$ cat config.mk
export PLATFORM = sky130hd
export DESIGN_NAME = muldiv_unit
export DESIGN_NICKNAME = d
export VERILOG_FILES = /design/src/rtl/muldiv_unit_pkg.sv /design/src/rtl/muldiv_unit_neg.sv /design/src/rtl/muldiv_unit.sv
export SDC_FILE = /design/constraint.sdc
export NUM_CORES = 1
export LEC_CHECK = 0
export BUFFER_PORTS_ARGS = -buffer_cell sky130_fd_sc_hd__buf_2
export CAP_MARGIN = 40
export CORE_MARGIN = 3
export CORE_UTILIZATION = 65
export CTS_CLUSTER_SIZE = 40
export DETAILED_ROUTE_END_ITERATION = 7
export PLACE_DENSITY = 0.84
export SKIP_LAST_GASP = 1
export SYNTH_ARGS = -nofsm -noshare
export SYNTH_HDL_FRONTEND = slang
export SYNTH_SLANG_ARGS = --single-unit
$ cat constraint.sdc
create_clock -name clk -period 20.2 [get_ports clk]
set_input_delay 4.04 -clock clk [delete_from_list [all_inputs] [get_ports clk]]
set_output_delay 4.04 -clock clk [all_outputs]
set_load 0.05 [all_outputs]
$ cat src/rtl/muldiv_unit_pkg.sv
// Shared definitions for the iterative multiply/divide unit: funct3 opcodes,
// FSM state encoding and operand signedness helpers.
package muldiv_unit_pkg;

    localparam logic [2:0] F3_MUL    = 3'b000;
    localparam logic [2:0] F3_MULH   = 3'b001;
    localparam logic [2:0] F3_MULHSU = 3'b010;
    localparam logic [2:0] F3_MULHU  = 3'b011;
    localparam logic [2:0] F3_DIV    = 3'b100;
    localparam logic [2:0] F3_DIVU   = 3'b101;
    localparam logic [2:0] F3_REM    = 3'b110;
    localparam logic [2:0] F3_REMU   = 3'b111;

    // state  | meaning
    // IDLE   | waiting for start, busy=0
    // CALC   | one multiply/divide bit per clock
    // FIX    | sign correction and word select into result
    // DONE   | one-cycle write-back strobe
    typedef enum logic [1:0] {
        ST_IDLE = 2'd0,
        ST_CALC = 2'd1,
        ST_FIX  = 2'd2,
        ST_DONE = 2'd3
    } state_t;

    // rs1 is signed for MULH, MULHSU, DIV and REM.
    function automatic logic rs1_is_signed(input logic [2:0] f3);
        return (f3 == F3_MULH) || (f3 == F3_MULHSU) || (f3 == F3_DIV) || (f3 == F3_REM);
    endfunction

    // rs2 is signed for MULH, DIV and REM (MULHSU treats it as unsigned).
    function automatic logic rs2_is_signed(input logic [2:0] f3);
        return (f3 == F3_MULH) || (f3 == F3_DIV) || (f3 == F3_REM);
    endfunction

endpackage

$ cat src/rtl/muldiv_unit_neg.sv
// Conditional two's-complement negate, width-parameterised, purely combinational.
module muldiv_neg #(
    parameter int W = 32
) (
    input  logic [W-1:0] value,
    input  logic         neg,
    output logic [W-1:0] negated
);

    // Pass through or negate depending on neg.
    always_comb begin
        negated = neg ? ((~value) + W'(1)) : value;
    end

endmodule

$ cat src/rtl/muldiv_unit.sv
// Iterative RV32M multiply/divide unit. Operands are converted to magnitudes
// at accept, iterated one bit per clock, then sign-corrected in FIX.
// Optional feature macro: MULDIV_EARLY_OUT_EN (early exit from CALC when the
// remaining multiplier bits are zero, or on a zero divisor).
module muldiv_unit
    import muldiv_unit_pkg::*;
#(
    parameter int XLEN       = 32,
    parameter int REG_ADDR_W = 5
) (
    input  logic                  clk,
    input  logic                  rst,
    input  logic                  start,
    input  logic [2:0]            funct3,
    input  logic [XLEN-1:0]       rs1_data,
    input  logic [XLEN-1:0]       rs2_data,
    input  logic [REG_ADDR_W-1:0] rd_addr,
    output logic                  busy,
    output logic                  done,
    output logic [XLEN-1:0]       result,
    output logic [REG_ADDR_W-1:0] rd_out
);

    localparam int              CNT_W     = $clog2(XLEN) + 1;
    localparam logic [CNT_W-1:0] LAST_ITER = CNT_W'(XLEN - 1);

    state_t state;
    state_t state_next;
    logic   accept;
    logic   calc_exit;

    logic [2:0]        op;
    logic              sign_a;
    logic              sign_b;
    logic [XLEN-1:0]   a_mag;
    logic [XLEN-1:0]   b_mag;
    logic [CNT_W-1:0]  cnt;

    logic [2*XLEN-1:0] mcand;
    logic [2*XLEN-1:0] product;
    logic [XLEN-1:0]   mplier;
    logic [XLEN:0]     rem;
    logic [XLEN-1:0]   quot;

    logic              load_neg_a;
    logic              load_neg_b;
    logic [XLEN-1:0]   rs1_mag;
    logic [XLEN-1:0]   rs2_mag;

    logic              is_mul;
    logic              div_zero;
    logic              early_exit;
    logic [XLEN-1:0]   mplier_rest;
    logic [2*XLEN-1:0] product_step;
    logic [XLEN+1:0]   rem_shift;
    logic [XLEN+1:0]   rem_diff;
    logic              rem_fits;

    logic              signs_differ;
    logic [XLEN-1:0]   rem_src;
    logic [2*XLEN-1:0] product_fix;
    logic [XLEN-1:0]   quot_fix;
    logic [XLEN-1:0]   rem_fix;
    logic [XLEN-1:0]   result_next;

    // Operand magnitudes at load time.
    always_comb begin
        load_neg_a = rs1_data[XLEN-1] & rs1_is_signed(funct3);
        load_neg_b = rs2_data[XLEN-1] & rs2_is_signed(funct3);
    end

    muldiv_neg #(.W(XLEN)) u_neg_rs1 (.value(rs1_data), .neg(load_neg_a), .negated(rs1_mag));
    muldiv_neg #(.W(XLEN)) u_neg_rs2 (.value(rs2_data), .neg(load_neg_b), .negated(rs2_mag));

    // One iteration step: shift-add multiply and restoring divide.
    always_comb begin
        is_mul       = ~op[2];
        div_zero     = (b_mag == '0);
        mplier_rest  = mplier >> 1;
        product_step = mplier[0] ? (product + mcand) : product;
        rem_shift    = {rem, quot[XLEN-1]};
        rem_diff     = rem_shift - {2'b00, b_mag};
        rem_fits     = ~rem_diff[XLEN+1];
`ifdef MULDIV_EARLY_OUT_EN
        early_exit   = is_mul ? (mplier_rest == '0) : div_zero;
`else
        early_exit   = 1'b0;
`endif
        calc_exit    = (cnt == LAST_ITER) || early_exit;
    end

    // Sign correction and word select for the FIX cycle. A zero divisor
    // reproduces rs1 as remainder by re-applying the dividend sign to a_mag.
    always_comb begin
        signs_differ = sign_a ^ sign_b;
        rem_src      = div_zero ? a_mag : rem[XLEN-1:0];
    end

    muldiv_neg #(.W(2*XLEN)) u_neg_prod (.value(product), .neg(signs_differ), .negated(product_fix));
    muldiv_neg #(.W(XLEN))   u_neg_quot (.value(quot),    .neg(signs_differ), .negated(quot_fix));
    muldiv_neg #(.W(XLEN))   u_neg_rem  (.value(rem_src), .neg(sign_a),       .negated(rem_fix));

    // Select the architectural result for the latched opcode.
    always_comb begin
        result_next = rem_fix;
        case (op)
            F3_MUL:                       result_next = product_fix[XLEN-1:0];
            F3_MULH, F3_MULHSU, F3_MULHU: result_next = product_fix[2*XLEN-1:XLEN];
            F3_DIV, F3_DIVU:              result_next = div_zero ? '1 : quot_fix;
            default:                      result_next = rem_fix;
        endcase
    end

    // FSM state register.
    always_ff @(posedge clk or posedge rst) begin
        if (rst) begin
            state <= ST_IDLE;
        end else begin
            state <= state_next;
        end
    end

    // FSM next state and status outputs.
    always_comb begin
        state_next = state;
        accept     = 1'b0;
        busy       = 1'b1;
        done       = 1'b0;
        case (state)
            ST_IDLE: begin
                busy = 1'b0;
                if (start) begin
                    accept     = 1'b1;
                    state_next = ST_CALC;
                end
            end
            ST_CALC: begin
                if (calc_exit) begin
                    state_next = ST_FIX;
                end
            end
            ST_FIX: begin
                state_next = ST_DONE;
            end
            ST_DONE: begin
                done       = 1'b1;
                state_next = ST_IDLE;
            end
            default: begin
                state_next = ST_IDLE;
            end
        endcase
    end

    // Datapath: capture at accept, iterate in CALC, register result in FIX.
    always_ff @(posedge clk or posedge rst) begin
        if (rst) begin
            op      <= '0;
            sign_a  <= 1'b0;
            sign_b  <= 1'b0;
            a_mag   <= '0;
            b_mag   <= '0;
            cnt     <= '0;
            mcand   <= '0;
            product <= '0;
            mplier  <= '0;
            rem     <= '0;
            quot    <= '0;
            result  <= '0;
            rd_out  <= '0;
        end else if (accept) begin
            op      <= funct3;
            rd_out  <= rd_addr;
            sign_a  <= load_neg_a;
            sign_b  <= load_neg_b;
            a_mag   <= rs1_mag;
            b_mag   <= rs2_mag;
            cnt     <= '0;
            mcand   <= {{XLEN{1'b0}}, rs1_mag};
            product <= '0;
            mplier  <= rs2_mag;
            rem     <= '0;
            quot    <= rs1_mag;
        end else if (state == ST_CALC) begin
            cnt <= cnt + CNT_W'(1);
            if (is_mul) begin
                product <= product_step;
                mcand   <= mcand << 1;
                mplier  <= mplier_rest;
            end else begin
                rem  <= rem_fits ? rem_diff[XLEN:0] : rem_shift[XLEN:0];
                quot <= {quot[XLEN-2:0], rem_fits};
            end
        end else if (state == ST_FIX) begin
            result <= result_next;
        end
    end

endmodule

==> results of run 1 <==
power by group:
group	internal, mW	switching [mW]
clock network	0.446	0.311
logic	1.03	1.82
registers	0.977	0.363
layout make-up:
class	count	share of cell area, %
sequential	339	32.0
timing repair buffer	145	3.43
clock inverter	23	1.07
tap	461	2.18
multi-input combinational	2395	56.0
inverter	84	1.22
clock buffer	49	4.06
antenna	3	0.0283
cell usage in the layout, fill, tap and decap left out, drive strengths merged, types with 9 or more instances in the layout:
cell type / Yosys / final
a211oi: 28 / 28
a21boi: 9 / 9
a21o: 77 / 77
a21oi: 363 / 363
a31oi: 42 / 42
and2: 12 / 12
and3: 44 / 44
buf: 16 / 145
clkbuf: 142 / 49
clkinv: 0 / 16
dfrtp: 339 / 339
ha: 106 / 106
inv: 84 / 85
mux2i: 62 / 62
nand2: 406 / 406
nand2b: 20 / 20
nand3: 31 / 31
nand4: 20 / 20
nor2: 290 / 290
nor2b: 14 / 14
nor3: 66 / 66
nor4: 48 / 48
o211ai: 11 / 11
o21a: 20 / 20
o21ai: 199 / 199
o21bai: 19 / 19
o221ai: 11 / 11
o22a: 28 / 28
o22ai: 15 / 15
o31ai: 30 / 30
o41ai: 15 / 15
or3: 23 / 23
or4: 18 / 18
xnor2: 155 / 155
xor2: 111 / 111
sequential cells by signal, indices dropped and copies added, names as in the netlist:
register and count:
mcand 64, product 64, rem 33, a_mag 32
b_mag 32, mplier 32, quot 32, result 32
cnt 6, rd_out 5, op 3, state 2
sign_a 1, sign_b 1
worst register-to-register path: stages, from the launching register on:
cell	delay, ns
dfrtp_1	0.49
nor4_1	0.38
nand2_1	0.13
nor4_2	0.28
buf_4	0.44
mux2i_1	0.45
ha_1	0.39
nand3_1	0.14
nor4_1	0.41
a31oi_1	0.23
or4_1	0.51
o21ai_0	0.23
xor2_1	0.14
a211oi_1	0.54
a21oi_1	0.14
routing by layer:
layer  share of wire, %  wire length [um]  vias to the layer above
met2                 44             34100                     1251
met5              0.082                63                        -
met3                 10              7730                      245
li1                   -                 -                    10700
met1                 40             30900                    11300
met4                5.4              4190                        8
stage by stage:
stage,instance area [um^2],instances
floorplan,24200,2976
global placement,25000,3415
detailed placement,25100,3424
CTS,26500,3496
global route,26500,3498
finish,26500,3499
cells by family after synthesis:
logic type	after synthesis	share of synthesized area, %
buffers and inverters	242	3.81
multiplexers	67	2.85
XOR/XNOR	266	9.64
flip-flops	339	35.1
AND/OR/NAND/NOR	1024	19.4
adder cells (fa/ha/maj)	108	5.65
AO/OA/AOI/OAI	930	23.5
path summary, 6_finish.rpt:
kind	depth (start not counted)	slack, ns	startpoint	end
max	8	13.67	start	product[35]
min	2	0.49	result[7]	result[7]
max reg2reg	14	15.12	b_mag[8]	result[30]
min reg2reg	2	0.49	result[7]	result[7]
max in group asynchronous	6	15.36	rst	rd_out[3]
min in group asynchronous	2	3.35	rst	a_mag[10]
==> results.yml, run 1 <==
clock_network:
  clock_tree.root_cell: "clkbuf_16"
  max-clock-path-buffers: 3
  post_cts_resize_count: 0
  cts_hold_repair.buffers: 0
  clock_sink_count: 339
  insertion_delay_ns: 0.59
  clk_transition_reported_paths_ns: 0.06
  tritoncts: "yes"
  ctsHtreeMaxLevel: 2
  cts_setup_buffers: 0
  numCtsBuffers: 40
critical_path:
  path_buf_inv: 4
  crit_path_max_fanout: 101
  worst_path_largest_cell_delay_ns: 0.84
  worst_setup_path_end_kind: "register"
  critPathRequiredTime_ns: 20.61
  critPathKind: "primary input to register"
  worst_setup_path_start_kind: "primary input"
  cp_data_arrival_time_ns: 6.94
  critPathTopFamily: "buffers and inverters"
  critical_path.slowest_cell: "buf_4"
  cp_cell_sequence: "buf_2, and2_4, buf_4, buf_4, nor2_2, buf_8, nand2_1, o21ai_0"
  critical-path-top-cell-by-count: "buf_4"
global_route:
  grt_use_met2_pct: 59.3
  global_route.usage.met3_pct: 7.03
  grt_usage_pct: 38.7
  grt-busiest-layer: "met2"
  grt_use_met1_pct: 53.2
  grt_pass1_vias: 21900
  grt_antenna_before_repair: 7
  overflow: 0
  first_pass_grt_wire_length_mm: 120
  largest_net_degree_at_the_start_of_global_routing: 125
drt:
  wl_per_cell_um: 22.0
  vias: 23600
  routed_vias_inst: 6.73
  wirelength_mm: 77.0
  drcViolationCount: 0
  drt-initial-drc-count: 2522
  drt_pass1_iterations: 6
  final_antenna_net_count: 0
cells_and_area:
  layout.core_utilization_pct: 73.4
  sequential_cell_area_um2: 8480
  final.fill_count: 2795
  num-nets-final: 3188
  multi_input_comb_area_um2: 14800
  layout_area_overhead_pct: 9.62
  share_of_post_route_cells_with_drive_strength_above_1_pct: 8.27
synth:
  synth_cells: 2976
  synth_enable_flop_cells: 0
  synth_sequential_area_ratio_pct: 35.1
  ys.flop_type: "dfrtp_1"
  avgSynthCellArea_um2: 8.12
  synth_async_sr_flop_share_pct: 100
  yosysTopAreaCellShare_pct: 35.1
  synth_most_common_cell: "nand2_1"
  ys_top_cells_by_count: "nand2_1 (406), a21oi_1 (363), dfrtp_1 (339), nor2_1 (290), o21ai_0 (198)"
  ys_types: 77
  synth_top_cell_by_area: "dfrtp_1"
  warnings_from_yosys: 0
  synth.top_cells.by_area: "dfrtp_1 (35%), a21oi_1 (7.5%), nand2_1 (6.3%)"
  post_synth_instance_area_um2: 24200
  yosys_register_bits: 339
  syn_nets: 3159
place:
  port-buffer-count: 113
  gpl.final_weighted_congestion: 1.01
  post-dp-hpwl_mm: 55.9
  post-place-ws_ns: 13.13
floorplanning:
  design.die.area_um2: 39500
  coreArea_um2: 36100
  top_level_ports: 114
  starting_density_of_the_core_pct: 67.0
  core.rowCount: 69
  chipWidth_um: 199
  die_height_um: 199
sta:
  finalMaxSlewViolations: 0
  setup_viol: 0
  hold_violations: 0
  finalHoldWorstSlack_ns: 0.485
  timing.setup.tns_ns: 0
  worst_max_slew_margin_expressed_relative_to_the_limit_pct: 38.1
  post-route-min-period_ns: 6.53
  unrepaired_setup_endpoints_after_global_routing: "false"
  min_period_over_period_pct: 32.3
  worst_slack_ns: 13.67
  max_clock_freq_mhz: 153
  worst_clock_skew_ns: 0.0273
  worstMarginPinSlew_ns: 0.924
hold_path:
  min-delay-path-class: "register to register"
pwr:
  power-per-cell-area_nw_per_um2: 187
  p_leak_nw: 12.0
  peakVddDrop_uv: 193
  power.total_mw: 4.95
outcome:
  result_of_the_run: "finished, final reports clean"
flow_run:
  cap_viol_max_count: 0
Note: power is estimated with default switching activity, not from simulation.
==> inputs of run 2 (changes only) <==
--- a/config.mk
+++ b/config.mk
@@ -8,10 +8,10 @@
 export BUFFER_PORTS_ARGS = -buffer_cell sky130_fd_sc_hd__buf_2
 export CAP_MARGIN = 40
 export CORE_MARGIN = 3
-export CORE_UTILIZATION = 65
+export CORE_UTILIZATION = 57
 export CTS_CLUSTER_SIZE = 40
 export DETAILED_ROUTE_END_ITERATION = 7
-export PLACE_DENSITY = 0.84
+export PLACE_DENSITY = 0.78
 export SKIP_LAST_GASP = 1
 export SYNTH_ARGS = -nofsm -noshare
 export SYNTH_HDL_FRONTEND = slang
==> constraint.sdc (replaced) <==
create_clock -name clk -period 5.3 [get_ports clk]
set_input_delay 1.06 -clock clk [delete_from_list [all_inputs] [get_ports clk]]
set_output_delay 1.06 -clock clk [all_outputs]
set_load 0.05 [all_outputs]
==> results.yml, run 2 (synthesized netlist as in run 1, its figures left out) <==
outcome:
  result_of_the_run: "finished, final reports clean"
sta:
  max_clock_freq_mhz: 228
  worst_slack_ns: 0.920
  setup_viol: 0
  min_period_over_period_pct: 82.6
  worst_max_slew_margin_expressed_relative_to_the_limit_pct: 32.1
  timing.setup.tns_ns: 0
  unrepaired_setup_endpoints_after_global_routing: "false"
  hold_violations: 0
  post-route-min-period_ns: 4.38
  worst_clock_skew_ns: 0.0164
  worstMarginPinSlew_ns: 1.01
  finalMaxSlewViolations: 0
  finalHoldWorstSlack_ns: 0.478
clock_network:
  clock_tree.root_cell: "clkbuf_16"
  cts_setup_buffers: 0
  clk_transition_reported_paths_ns: 0.07
  post_cts_resize_count: 0
  numCtsBuffers: 40
  max-clock-path-buffers: 3
  insertion_delay_ns: 0.59
  tritoncts: "yes"
  clock_sink_count: 339
  cts_hold_repair.buffers: 0
  ctsHtreeMaxLevel: 2
pwr:
  p_comb_share_pct: 57.8
  swShare_pct: 50.5
  seq_power_share_pct: 26.7
  power_report.internal_total_mw: 9.43
  peakVddDrop_uv: 658
  p_leak_nw: 11.9
  clock_share_of_power_pct: 15.6
  power-per-cell-area_nw_per_um2: 717
  switchingPower_mw: 9.62
global_route:
  overflow: 0
  largest_net_degree_at_the_start_of_global_routing: 150
  grt_usage_pct: 35.0
  grt_pass1_vias: 22000
  grt_antenna_before_repair: 0
  first_pass_grt_wire_length_mm: 123
cells_and_area:
  layout.cell_area.non_filler_um2: 26600
  layout.cells.most_common_list: "nand2_1 (404), a21oi_1 (362), dfrtp_1 (339)"
  layout_area_overhead_pct: 9.88
  reg_top3: "mcand (64), product (64), rem (33)"
  diodes: 0
  layout.cells.most_common: "nand2_1"
  num-nets-final: 3186
  instances_no_fill: 3567
  share_of_post_route_cells_with_drive_strength_above_1_pct: 8.11
floorplanning:
  die_height_um: 212
  coreArea_um2: 41400
  starting_density_of_the_core_pct: 58.4
  design.die.area_um2: 44900
  top_level_ports: 114
  core.rowCount: 74
  chipWidth_um: 212
place:
  port-buffer-count: 113
  gpl.final_weighted_congestion: 0.978
  post-dp-hpwl_mm: 58.2
  post-place-ws_ns: 1.02
  placement.cell_area_um2: 25200
  dpl.cell_count: 3493
drt:
  drcViolationCount: 0
  drt-initial-drc-count: 2624
  routed_vias_inst: 6.51
  drt_pass1_iterations: 8
  wirelength_mm: 79.6
  final_antenna_net_count: 0
  wl_per_cell_um: 22.3
  vias: 23200
hold_path:
  whs_path_depth: 2
  min-delay-path-class: "register to register"
critical_path:
  worst_setup_path_end_kind: "register"
  critPathRequiredTime_ns: 5.76
  crit_path_max_fanout: 5
  ff2ff_path_depth: 14
  worst_setup_path_start_kind: "register"
  cp_data_arrival_time_ns: 4.83
  critPathKind: "register to register"
flow_run:
  cap_viol_max_count: 0
## run 2: changes by cell type in the layout (fill, tap and decap cells not counted), moves of 2 or more
cell / change
buf_12: +4
clkinvlp_4: +2
clkbuf_1: +7
clkbuf_8: +4
buf_16: -4
clkinv_2: -9
diode_2: -3
## run 2: cell type report
| class | instances | area, um^2 |
|---|---|---|
| clock buffers | 60 | 1160 |
| clock inverters | 14 | 238 |
| fillers | 3592 | 14800 |
| inverters | 84 | 319 |
| multi-input cells | 2395 | 14800 |
| flip-flops and latches | 339 | 8480 |
| well taps | 532 | 666 |
| repair buffers | 143 | 856 |
## run 2: worst paths after layout
check,start,endpoint,slack [ns]
max,product[0],product[58],0.92
min,rd_out[2],rd_out[2],0.48
max reg2reg,product[0],product[58],0.92
min reg2reg,rd_out[2],rd_out[2],0.48
max in group asynchronous,rst,result[6],3.39
min in group asynchronous,rst,rem[11],0.56
## run 2: per-stage QoR
step / power, mW / util [%]
2_1_floorplan: 12.5 / -
3_3_place_gp: 15.5 / 60.7
5_1_grt: 20.2 / 64.2
3_5_place_dp: 15.7 / 60.8
4_1_cts: 18.8 / 64.2
6_report: 19.0 / 64.2
## run 2: critical path, cell delays in order, from the launching register on
cell,delay (ns)
dfrtp_1,0.41
ha_1,0.25
fa_1,0.26
a211oi_1,0.10
o21ai_0,0.34
o211ai_1,0.22
a211oi_1,0.52
o21bai_1,0.24
a2111oi_0,0.44
nor3_1,0.09
buf_4,0.17
o21ai_0,0.41
a31oi_1,0.25
o211a_1,0.27
a211o_1,0.27
## run 2: layer usage
layer  vias up  share of wire [%]  GRT usage, %
li1      10700                  -             -
met1     11200                 42          47.8
met2      1131                 44          53.6
met3       228                8.7          6.95
met4         0                5.4          16.6
met5         -                  0             0
## run 2: power by group through the flow
| stage | combinational (mW) | clock [mW] | sequential, mW |
|---|---|---|---|
| after floorplan | 7.46 | 0 | 5.08 |
| after global placement | 10.5 | 0 | 5.00 |
| after detailed placement | 10.7 | 0 | 5.06 |
| after CTS | 10.8 | 3.00 | 5.03 |
| after global routing | 11.9 | 3.11 | 5.20 |
| final | 11.0 | 2.96 | 5.08 |
